--- src/rtl/fifo_pkg.sv ---
// Shared types and constants for the async-FIFO read-side stream block.
// No logic; pure declarations plus one helper for the pop-space check.
// Imported by the interface, the skid buffer and the top.
package fifo_pkg;

  localparam int DATASIZE_DEFAULT = 8;
  localparam int SKID_DEPTH       = 2;

  typedef logic [DATASIZE_DEFAULT-1:0] data_t;

  typedef enum logic {
    IDLE   = 1'b0,
    ACTIVE = 1'b1
  } rd_state_e;

  // True when a new pop still fits: words already buffered plus words in
  // flight, minus the one leaving this cycle, must leave room for one more.
  // deq is only ever set with occ != 0, so the subtraction cannot underflow.
  function automatic logic has_space(input logic [1:0] occ,
                                     input logic       inflight,
                                     input logic       deq);
    logic [2:0] committed;
    committed = {1'b0, occ} + {2'b00, inflight} - {2'b00, deq};
    return committed < 3'(SKID_DEPTH);
  endfunction

endpackage

--- src/rtl/fifo_rd_stream_if.sv ---
// Valid/ready output stream of the FIFO read side, plus buffer level.
// Combinational bundle; no latency of its own.
// m_ready from the slave is the only backpressure signal.
interface fifo_rd_stream_if
  import fifo_pkg::*;
#(
  parameter int DATASIZE = DATASIZE_DEFAULT
) ();

  logic                m_valid;
  logic                m_ready;
  logic [DATASIZE-1:0] m_data;
  logic [1:0]          m_level;

  modport master (
    output m_valid,
    output m_data,
    output m_level,
    input  m_ready
  );

  modport slave (
    input  m_valid,
    input  m_data,
    input  m_level,
    output m_ready
  );

endinterface

--- src/rtl/fifo_rd_skid.sv ---
// Two-entry circular output buffer with push, pop and synchronous flush.
// Latency: a push is visible at head_dat/occ the cycle after the push edge.
// Backpressure: caller must not push when full without a same-cycle pop.
module fifo_rd_skid
  import fifo_pkg::*;
#(
  parameter int DATASIZE = DATASIZE_DEFAULT
) (
  input  logic                core_clk,
  input  logic                arst_n,
  input  logic                push_vld,
  input  logic [DATASIZE-1:0] push_dat,
  input  logic                pop_rdy,
  input  logic                flush,
  output logic [DATASIZE-1:0] head_dat,
  output logic [1:0]          occ
);

  logic [DATASIZE-1:0] entry_q [SKID_DEPTH];
  logic                wr_ptr_q;
  logic                rd_ptr_q;
  logic [1:0]          occ_q;

  // Pointer and occupancy bookkeeping; flush wins over push and pop.
  always_ff @(posedge core_clk or negedge arst_n) begin
    if (!arst_n) begin
      wr_ptr_q <= 1'b0;
      rd_ptr_q <= 1'b0;
      occ_q    <= 2'd0;
    end else if (flush) begin
      wr_ptr_q <= 1'b0;
      rd_ptr_q <= 1'b0;
      occ_q    <= 2'd0;
    end else begin
      if (push_vld) wr_ptr_q <= ~wr_ptr_q;
      if (pop_rdy)  rd_ptr_q <= ~rd_ptr_q;
      case ({push_vld, pop_rdy})
        2'b10:   occ_q <= occ_q + 2'd1;
        2'b01:   occ_q <= occ_q - 2'd1;
        default: occ_q <= occ_q;
      endcase
    end
  end

  // Data store; a push that coincides with flush is dropped.
  always_ff @(posedge core_clk or negedge arst_n) begin
    if (!arst_n) begin
      for (int i = 0; i < SKID_DEPTH; i++) entry_q[i] <= '0;
    end else if (push_vld && !flush) begin
      entry_q[wr_ptr_q] <= push_dat;
    end
  end

  assign head_dat = entry_q[rd_ptr_q];
  assign occ      = occ_q;

  a_occ_range : assert property (@(posedge core_clk) disable iff (!arst_n)
    occ_q <= 2'(SKID_DEPTH));

  a_no_overflow : assert property (@(posedge core_clk) disable iff (!arst_n)
    !(push_vld && !pop_rdy && !flush && occ_q == 2'(SKID_DEPTH)));

  a_no_underflow : assert property (@(posedge core_clk) disable iff (!arst_n)
    !(pop_rdy && occ_q == 2'd0));

endmodule

--- src/rtl/fifo_rd_stream.sv ---
// Drains the async FIFO read port into a 2-entry buffer and a valid/ready stream.
// Latency: first r_inc to m_valid is 1 cycle (RD_LAT=0) or 2 cycles (RD_LAT=1).
// Backpressure: m_ready low stops pops once buffered + in-flight words reach 2.
module fifo_rd_stream
  import fifo_pkg::*;
#(
  parameter int DATASIZE = DATASIZE_DEFAULT,
  parameter int RD_LAT   = 0,
  parameter int CNTSIZE  = 16
) (
  input  logic                r_clk,
  input  logic                r_rst,
  input  logic                rempty,
  input  logic [DATASIZE-1:0] rdata,
  output logic                r_inc,
  input  logic                en,
  input  logic                flush,
  fifo_rd_stream_if.master    m,
  output logic [CNTSIZE-1:0]  pop_count,
  output logic                busy
);

  logic [1:0]          occ;
  logic [DATASIZE-1:0] head_dat;
  logic                deq;
  logic                inflight;
  logic                cap_vld;
  logic                busy_w;
  logic                pop_en;
  rd_state_e           state_q;
  rd_state_e           state_d;
  logic [CNTSIZE-1:0]  pop_count_q;

  // Stream side: the buffer head is presented directly.
  assign m.m_valid = (occ != 2'd0);
  assign m.m_level = occ;
  assign m.m_data  = head_dat;
  assign deq       = m.m_valid & m.m_ready;

  // m_ready reaches r_inc combinationally so a full buffer can pop and refill
  // in the same cycle, sustaining one word per clock.
  assign r_inc = en & pop_en & ~rempty & ~flush & has_space(occ, inflight, deq);

  assign busy_w = (occ != 2'd0) | inflight;
  assign busy   = busy_w;

  if (RD_LAT == 0) begin : g_lat0
    // rdata is valid in the pop cycle itself, so capture alongside r_inc.
    assign inflight = 1'b0;
    assign cap_vld  = r_inc;
  end else begin : g_lat1
    logic vld_q;

    // One-deep in-flight marker; r_inc is already low during flush, so a
    // flush also drops whatever was in flight.
    always_ff @(posedge r_clk or negedge r_rst) begin
      if (!r_rst) begin
        vld_q <= 1'b0;
      end else begin
        vld_q <= r_inc;
      end
    end

    assign inflight = vld_q;
    assign cap_vld  = vld_q;
  end

  fifo_rd_skid #(
    .DATASIZE (DATASIZE)
  ) u_skid (
    .core_clk (r_clk),
    .arst_n   (r_rst),
    .push_vld (cap_vld),
    .push_dat (rdata),
    .pop_rdy  (deq),
    .flush    (flush),
    .head_dat (head_dat),
    .occ      (occ)
  );

  // Control state register.
  always_ff @(posedge r_clk or negedge r_rst) begin
    if (!r_rst) begin
      state_q <= IDLE;
    end else begin
      state_q <= state_d;
    end
  end

  // Next state; pops are allowed in ACTIVE and on the cycle leaving IDLE.
  always_comb begin
    state_d = state_q;
    pop_en  = 1'b0;
    case (state_q)
      IDLE: begin
        if (en) state_d = ACTIVE;
      end
      ACTIVE: begin
        if (!en && !busy_w) state_d = IDLE;
      end
      default: state_d = IDLE;
    endcase
    pop_en = (state_q == ACTIVE) || (state_d == ACTIVE);
  end

  // Counts every pop, including ones later discarded by flush.
  always_ff @(posedge r_clk or negedge r_rst) begin
    if (!r_rst) begin
      pop_count_q <= '0;
    end else if (r_inc) begin
      pop_count_q <= pop_count_q + CNTSIZE'(1);
    end
  end

  assign pop_count = pop_count_q;

endmodule
--- src/flat_wrapper.sv ---
// flat-port wrapper written by rule: the top's interface ports become plain ports
module fifo_rd_stream_flat import fifo_pkg::*;
#(
  parameter int DATASIZE = DATASIZE_DEFAULT,
  parameter int RD_LAT   = 0,
  parameter int CNTSIZE  = 16
)
  (r_clk, r_rst, rempty, rdata, r_inc, en, flush, pop_count, busy, m_m_valid, m_m_data, m_m_level, m_m_ready);
  fifo_rd_stream_if #(.DATASIZE(DATASIZE)) m_i ();
  input  logic r_clk;
  input  logic r_rst;
  input  logic rempty;
  input  logic [DATASIZE-1:0] rdata;
  output logic r_inc;
  input  logic en;
  input  logic flush;
  output logic [CNTSIZE-1:0] pop_count;
  output logic busy;
  output wire logic [$bits(m_i.m_valid)-1:0] m_m_valid;
  output wire logic [$bits(m_i.m_data)-1:0] m_m_data;
  output wire logic [$bits(m_i.m_level)-1:0] m_m_level;
  input wire logic [$bits(m_i.m_ready)-1:0] m_m_ready;
  assign m_m_valid = m_i.m_valid;
  assign m_m_data = m_i.m_data;
  assign m_m_level = m_i.m_level;
  assign m_i.m_ready = m_m_ready;
  fifo_rd_stream #(.DATASIZE(DATASIZE), .RD_LAT(RD_LAT), .CNTSIZE(CNTSIZE)) u_core (.r_clk(r_clk), .r_rst(r_rst), .rempty(rempty), .rdata(rdata), .r_inc(r_inc), .en(en), .flush(flush), .m(m_i), .pop_count(pop_count), .busy(busy));
endmodule
--- config.mk ---
export PLATFORM = sky130hd
export DESIGN_NAME = fifo_rd_stream_flat
export DESIGN_NICKNAME = d
export VERILOG_FILES = /design/src/rtl/fifo_pkg.sv /design/src/rtl/fifo_rd_stream_if.sv /design/src/rtl/fifo_rd_skid.sv /design/src/rtl/fifo_rd_stream.sv /design/src/flat_wrapper.sv
export SDC_FILE = /design/constraint.sdc
export NUM_CORES = 1
export LEC_CHECK = 0
export ABC_AREA = 1
export CORE_MARGIN = 8
export CORE_UTILIZATION = 52
export CTS_BUF_LIST = sky130_fd_sc_hd__clkbuf_2
export DETAILED_ROUTE_END_ITERATION = 8
export PLACE_DENSITY_LB_ADDON = 0.25
export SYNTH_ARGS = -nofsm -noshare
export SYNTH_HDL_FRONTEND = slang
export SYNTH_SLANG_ARGS = --single-unit
--- constraint.sdc ---
create_clock -name r_clk -period 1.5 [get_ports r_clk]
set_input_delay 0.15 -clock r_clk [delete_from_list [all_inputs] [get_ports r_clk]]
set_output_delay 0.15 -clock r_clk [all_outputs]
set_load 0.03 [all_outputs]
Yosys cells after proc, flatten, opt, wreduce, memory -nomap -nowiden
Index checks and enable logic that the tools add are counted.
- add/subtract/negate cells: 4
- magnitude comparators: 4
- eq/ne operators: 2
- multiplexer cells: 15
- bitwise operators: 12
- reduce and logical (&&, ||, !) cells: 11
- operators with widths (kind ; count):
    $mux W8 ; 4
    $add A16 B1 Y16 const B ; 1
    $bwmux W16 ; 1
    $demux W8 S1 ; 1
    $mux W1 ; 6
    $reduce_bool A2 Y1 ; 3
    $and A1 B1 Y1 ; 5
    $not A1 Y1 ; 5
    $ge A2 B2 Y1 const B ; 2
    $not A1 Y2 ; 2
    $pmux W2 S2 ; 1
    $logic_and A1 B1 Y1 ; 3
    $logic_not A1 Y1 ; 3
    $lt A3 B2 Y1 const B ; 1
    $reduce_bool A3 Y1 ; 1
    $sub A2 B1 Y3 ; 1
    $add A2 B1 Y2 const B ; 1
    $eq A2 B1 Y1 const B ; 1
    $eq A2 B2 Y1 const B ; 1
    $lt A2 B1 Y1 const B ; 1
    $mux W2 ; 1
    $pmux W1 S2 ; 1
    $sub A2 B1 Y2 const B ; 1
    $logic_or A1 B1 Y1 ; 1
- register bits after elaboration: 37
- bits of input ports: 14
- output and inout bits: 29
- word-level logic and storage cells: 55

Logic depth before layout (Yosys ltp)
- depth after elaboration: 13
- depth in mapped cells: 10
- gate-level depth less buffers: 8

Cells and area by module
Synthesis repeated with hierarchy kept, for this count alone.
- cell total of the unflattened synthesis: 212
- area, all modules: 1860.5 µm²
- modules (own cells, without submodules) (module ; times used ; cells an instance ; area each (µm²) ; sequential area each (µm²)):
    fifo_rd_skid ; 1 ; 100 ; 978.4 ; 500.5
    fifo_rd_stream ; 1 ; 112 ; 882.1 ; 400.4

Worst setup path after synthesis
Ideal clock, no wire load.
- path kind: register to register
- from: register u_core.pop_count_q[0], in the netlist u_core.pop_count[0]
- to: register u_core.pop_count_q[8], in the netlist u_core.pop_count[8]
- setup time: 0.119 ns
- arrival: 1.382 ns
- required time: 1.381 ns
- setup slack: -0.001 ns
- stages on the path, launching flop included: 8
- path buffers: 0
- clock period less this slack: 1.501 ns
- path through: dfrtp_1 > ha_1 > inv_1 > nor2_1 > nand2_1 > xor2_1 > nand2_1 > o21ai_2
- cells in the longest elaborated chain, start to end: 1
- RTL lines (item ; RTL line ; text):
    start, declared ; fifo_rd_stream.sv:32 ; logic [CNTSIZE-1:0] pop_count_q;
    start signal, assigned ; fifo_rd_stream.sv:111 ; pop_count_q <= pop_count_q + CNTSIZE'(1);
    $add A16 B1 Y16 ; fifo_rd_stream.sv:111 ;
Every way passes these cells.
A chain may end at the register's enable or synchronous reset.

Worst setup path in the final report
- from: register u_core.u_skid.occ_q[0], in the netlist u_core.u_skid.occ[0]
- to: output port r_inc
- cells in the longest elaborated chain, start to end: 10
- elaborated cells between the ends (all ways): 13
- classes of those cells: add/sub: 1; order compare: 1; mux: 2; bitwise: 5; reduce/logical: 4
- RTL lines (item ; RTL line ; text):
    start, declared ; fifo_rd_skid.sv:22 ; logic [1:0] occ_q;
    start signal, assigned ; fifo_rd_skid.sv:38 ; 2'b10: occ_q <= occ_q + 2'd1;
    start signal, assigned ; fifo_rd_skid.sv:39 ; 2'b01: occ_q <= occ_q - 2'd1;
    start signal, assigned ; fifo_rd_skid.sv:40 ; default: occ_q <= occ_q;
    $reduce_bool A2 Y1 ; fifo_rd_stream.sv:35, fifo_rd_stream.sv:44 ;
    $logic_not A1 Y1 ; fifo_rd_stream.sv:99 ; if (!en && !busy_w) state_d = IDLE;
    $logic_and A1 B1 Y1 ; fifo_rd_stream.sv:99 ;
    $mux W1 ; fifo_rd_stream.sv:99 ;
    $pmux W1 S2 ; fifo_rd_stream.sv:94 ; case (state_q)
    $logic_or A1 B1 Y1 ; fifo_rd_stream.sv:103 ; pop_en = (state_q == ACTIVE) || (state_d == ACTIVE);
    $and A1 B1 Y1 (3 in series) ; fifo_rd_stream.sv:42 ; assign r_inc = en & pop_en & ~rempty & ~flush & has_space(occ, inflight, deq);
    $and A1 B1 Y1 (*) ; fifo_rd_stream.sv:42 ;
    end, declared ; flat_wrapper.sv:14 ; output logic r_inc;
Mark *: on every way between the ends. The rest lies on a longest branch, timed or not.

==> out/results.ini <==
[synthesis]
ys_seq_area_share_pct=45.6
synth_fp_nets=269
ys_seq_elements=36
yosysUniqueCellTypes=23
netlist_top_cells_area=dfrtp_1 (46%), nand2_1 (20%), o21ai_2 (9.3%)
synth.most_common_cell=nand2_1
yosys_warnings=0
yosysTopAreaCell=dfrtp_1
synthTopCellsByCount=nand2_1 (106), dfrtp_1 (36), inv_1 (25)
synth_top_area_share_pct=45.6
ys.flop_type=dfrtp_1
syn_area_um2=1980
synth_edf_count=0
synth_cells=254
async_flop_share_pct=100
avgSynthCellArea_um2=7.78

[cts]
cts_tree=done
cts-hold-fix-buffers=0
clock_latency_ns=0.40
clock-sinks=36
cts_buffer_depth=2
clockRootBuffer=clkbuf_2
htree_levels=2
cts_buffers=5
cts.clk_slew.worst_paths_ns=0.20

[die]
fp.dieW_um=77.6
die_area_um2=6030
core_area_um2=3660
die_y_um=77.6
fp-row-count=22
ios=43
start_util_pct=54.0

[global_route]
grt_pass1_vias=1764
grt_usage_pct=15.6
grt_pass1_wl_um=7670
grt_start_max_net_pins=37
antenna_found_initial=0
overflow=0

[sta]
rsz0062_at_grt=yes
drv_slew=0
slew_headroom_pct=79.7
worstMarginPinSlew_ns=0.305
period_needed_ns=1.47
skew_ns=0.00787
timing.fmax_mhz=681
fin_crit_sh_pct=97.9
timing_hold_violations_final=0
setup_viol=0

[critical_path]
r2r_cells=7
cp_cell_sequence=inv_2, nand2_2, nand2_2, nand2_2, inv_2, buf_6
rr_endpoint=u_core.pop_count[8]
required_ns=1.35
arrival_ns=1.32
cp-end-kind=output port
crit_slowest_cell=dfrtp_1
r2r_setup_slack_ns=0.15
cpMostUsedCell=nand2_2
r2r_start=u_core.pop_count[0]
start_kind=register
critical_path_class=register to output port
cpPeakStageDelay_ns=0.43
worstPathMaxFanout=4

[route]
drc=0
ant_nets=0
drt_iter0_markers=98
drt-wirelength-per-cell_um=12.6
viasPerCell=4.98
vias=1772
wirelength_um=4480
dr.pass1.iters=4

[layout]
area_growth_pct=32.0
postLayoutCellArea_um2=2610
nNetsFinal=322
final_layout_size_suffix_gt1_share_pct=27.6
final_cells=356
antenna_cells=0

[place]
dpl_cell_area_um2=2430
hpwl_um=3190
io_buffers=42
gp_congestion=0.906
placed_cells=343

[run]
drv_cap=0

[power]
p_int_uw=2030
leakage_uw=0.00130
cellPowerDensity_nw_per_um2=1320
combPwrFrac_pct=40.8
switching_share_pct=41.1
p_seq_share_pct=40.9
peakVddDrop_v=0.000750
p_switching_uw=1420
clock_power_share_pct=18.3

[outcome]
status=finished, final reports clean

[min_path]
min_path_type=input pin to async pin

-- power groups by stage --
stage / sequential [uW] / combinational, uW / clock [uW]
5_1_grt: 1440 / 1530 / 692
3_5_place_dp: 1420 / 1340 / 0
6_report: 1410 / 1400 / 630
3_3_place_gp: 1410 / 1310 / 0
2_1_floorplan: 1590 / 658 / 0
4_1_cts: 1390 / 1280 / 629
-- routing by layer --
layer	wire [um]	vias to the layer above	track usage [%]
met5	0	-	0
met4	152	0	6.98
met3	260	13	6.68
met2	2290	40	26.5
met1	1780	820	16.6
li1	-	899	-
-- worst max-delay path: cells and delay by family (launching register included) --
kind                   cells  cell delay (ns)
DFF                        1             0.43
and+or+nand+nor            3             0.18
buffers and inverters      3             0.31
-- stage by stage --
step / setup WS [ns] / power (uW) / hold WS [ns] / TNS (ns) / utilization (%)
floorplan: 0.00867 / 2240 / -0.146 / 0 / -
global placement: -0.0990 / 2720 / 0.465 / -1.50 / 66.4
detailed placement: -0.136 / 2750 / 0.467 / -1.95 / 66.4
CTS: 0.00928 / 3300 / 0.0922 / 0 / 68.4
finish: 0.0308 / 3440 / 0.0773 / 0 / 71.2
global route: -0.0762 / 3660 / 0.0396 / -0.446 / 71.2
-- flip-flops by register name (all words and copies together) (netlist names) --
name and cells:
u_core.u_skid.occ 2, u_core.u_skid.wr_ptr_q 1, u_core.u_skid.rd_ptr_q 1, u_core.u_skid.entry_q 16, u_core.pop_count 16
-- cell usage in the layout (no fill, tap or decap), types with 4 or more instances in the layout --
cell              n
buf_6            12
buf_4             9
nor2_1           14
nand2_1          90
xor2_1            5
nor2_2            4
inv_1            25
nand4_1           6
dfrtp_1          35
o21ai_0           7
clkbuf_2         10
nand2_2          17
clkdlybuf4s50_1  13
nand3_1           9
dlygate4sd2_1     4
o21ai_2          21
clkdlybuf4s15_1   9
-- worst max path at each step --
stage | endpoint | slack [ns] | startpoint | depth (start not counted)
finish | r_inc | 0.03 | u_core.u_skid.occ[0] | 6
floorplan | u_core.u_skid.occ[1] | 0.009 | u_core.u_skid.occ[1] | 7
detailed placement | u_core.u_skid.entry_q[2] | -0.14 | flush | 7
global placement | u_core.u_skid.entry_q[6] | -0.1 | flush | 7
CTS | busy | 0.009 | u_core.u_skid.occ[1] | 3
global route | m_m_data[0] | -0.08 | u_core.u_skid.rd_ptr_q | 4
-- what timing repair did --
action	in CTS	in global routing
endpoints found under the hold margin	0	0
pin swaps	0	7
resized for setup	27	60
buffers inserted	2	3
setup endpoints to repair	29	36
-- cell families after synthesis --
| family | synth area share, % |
|---|---|
| AND/OR/NAND/NOR | 29.6 |
| buffers and inverters | 9.37 |
| flip-flops | 45.6 |
| AO/OA/AOI/OAI | 11.7 |
| XOR/XNOR | 3.10 |
| adder cells (fa/ha/maj) | 0.633 |
-- area by class of cell --
class | instances | area [um^2]
fill | 299 | 1050
multi-input combinational | 182 | 947
sequential | 36 | 902
timing repair buffer | 54 | 523
inverter | 28 | 108
tap | 48 | 60.1
clock inverter | 3 | 42.5
clock buffer | 5 | 25.0
Power figures use the tool's default switching activity.
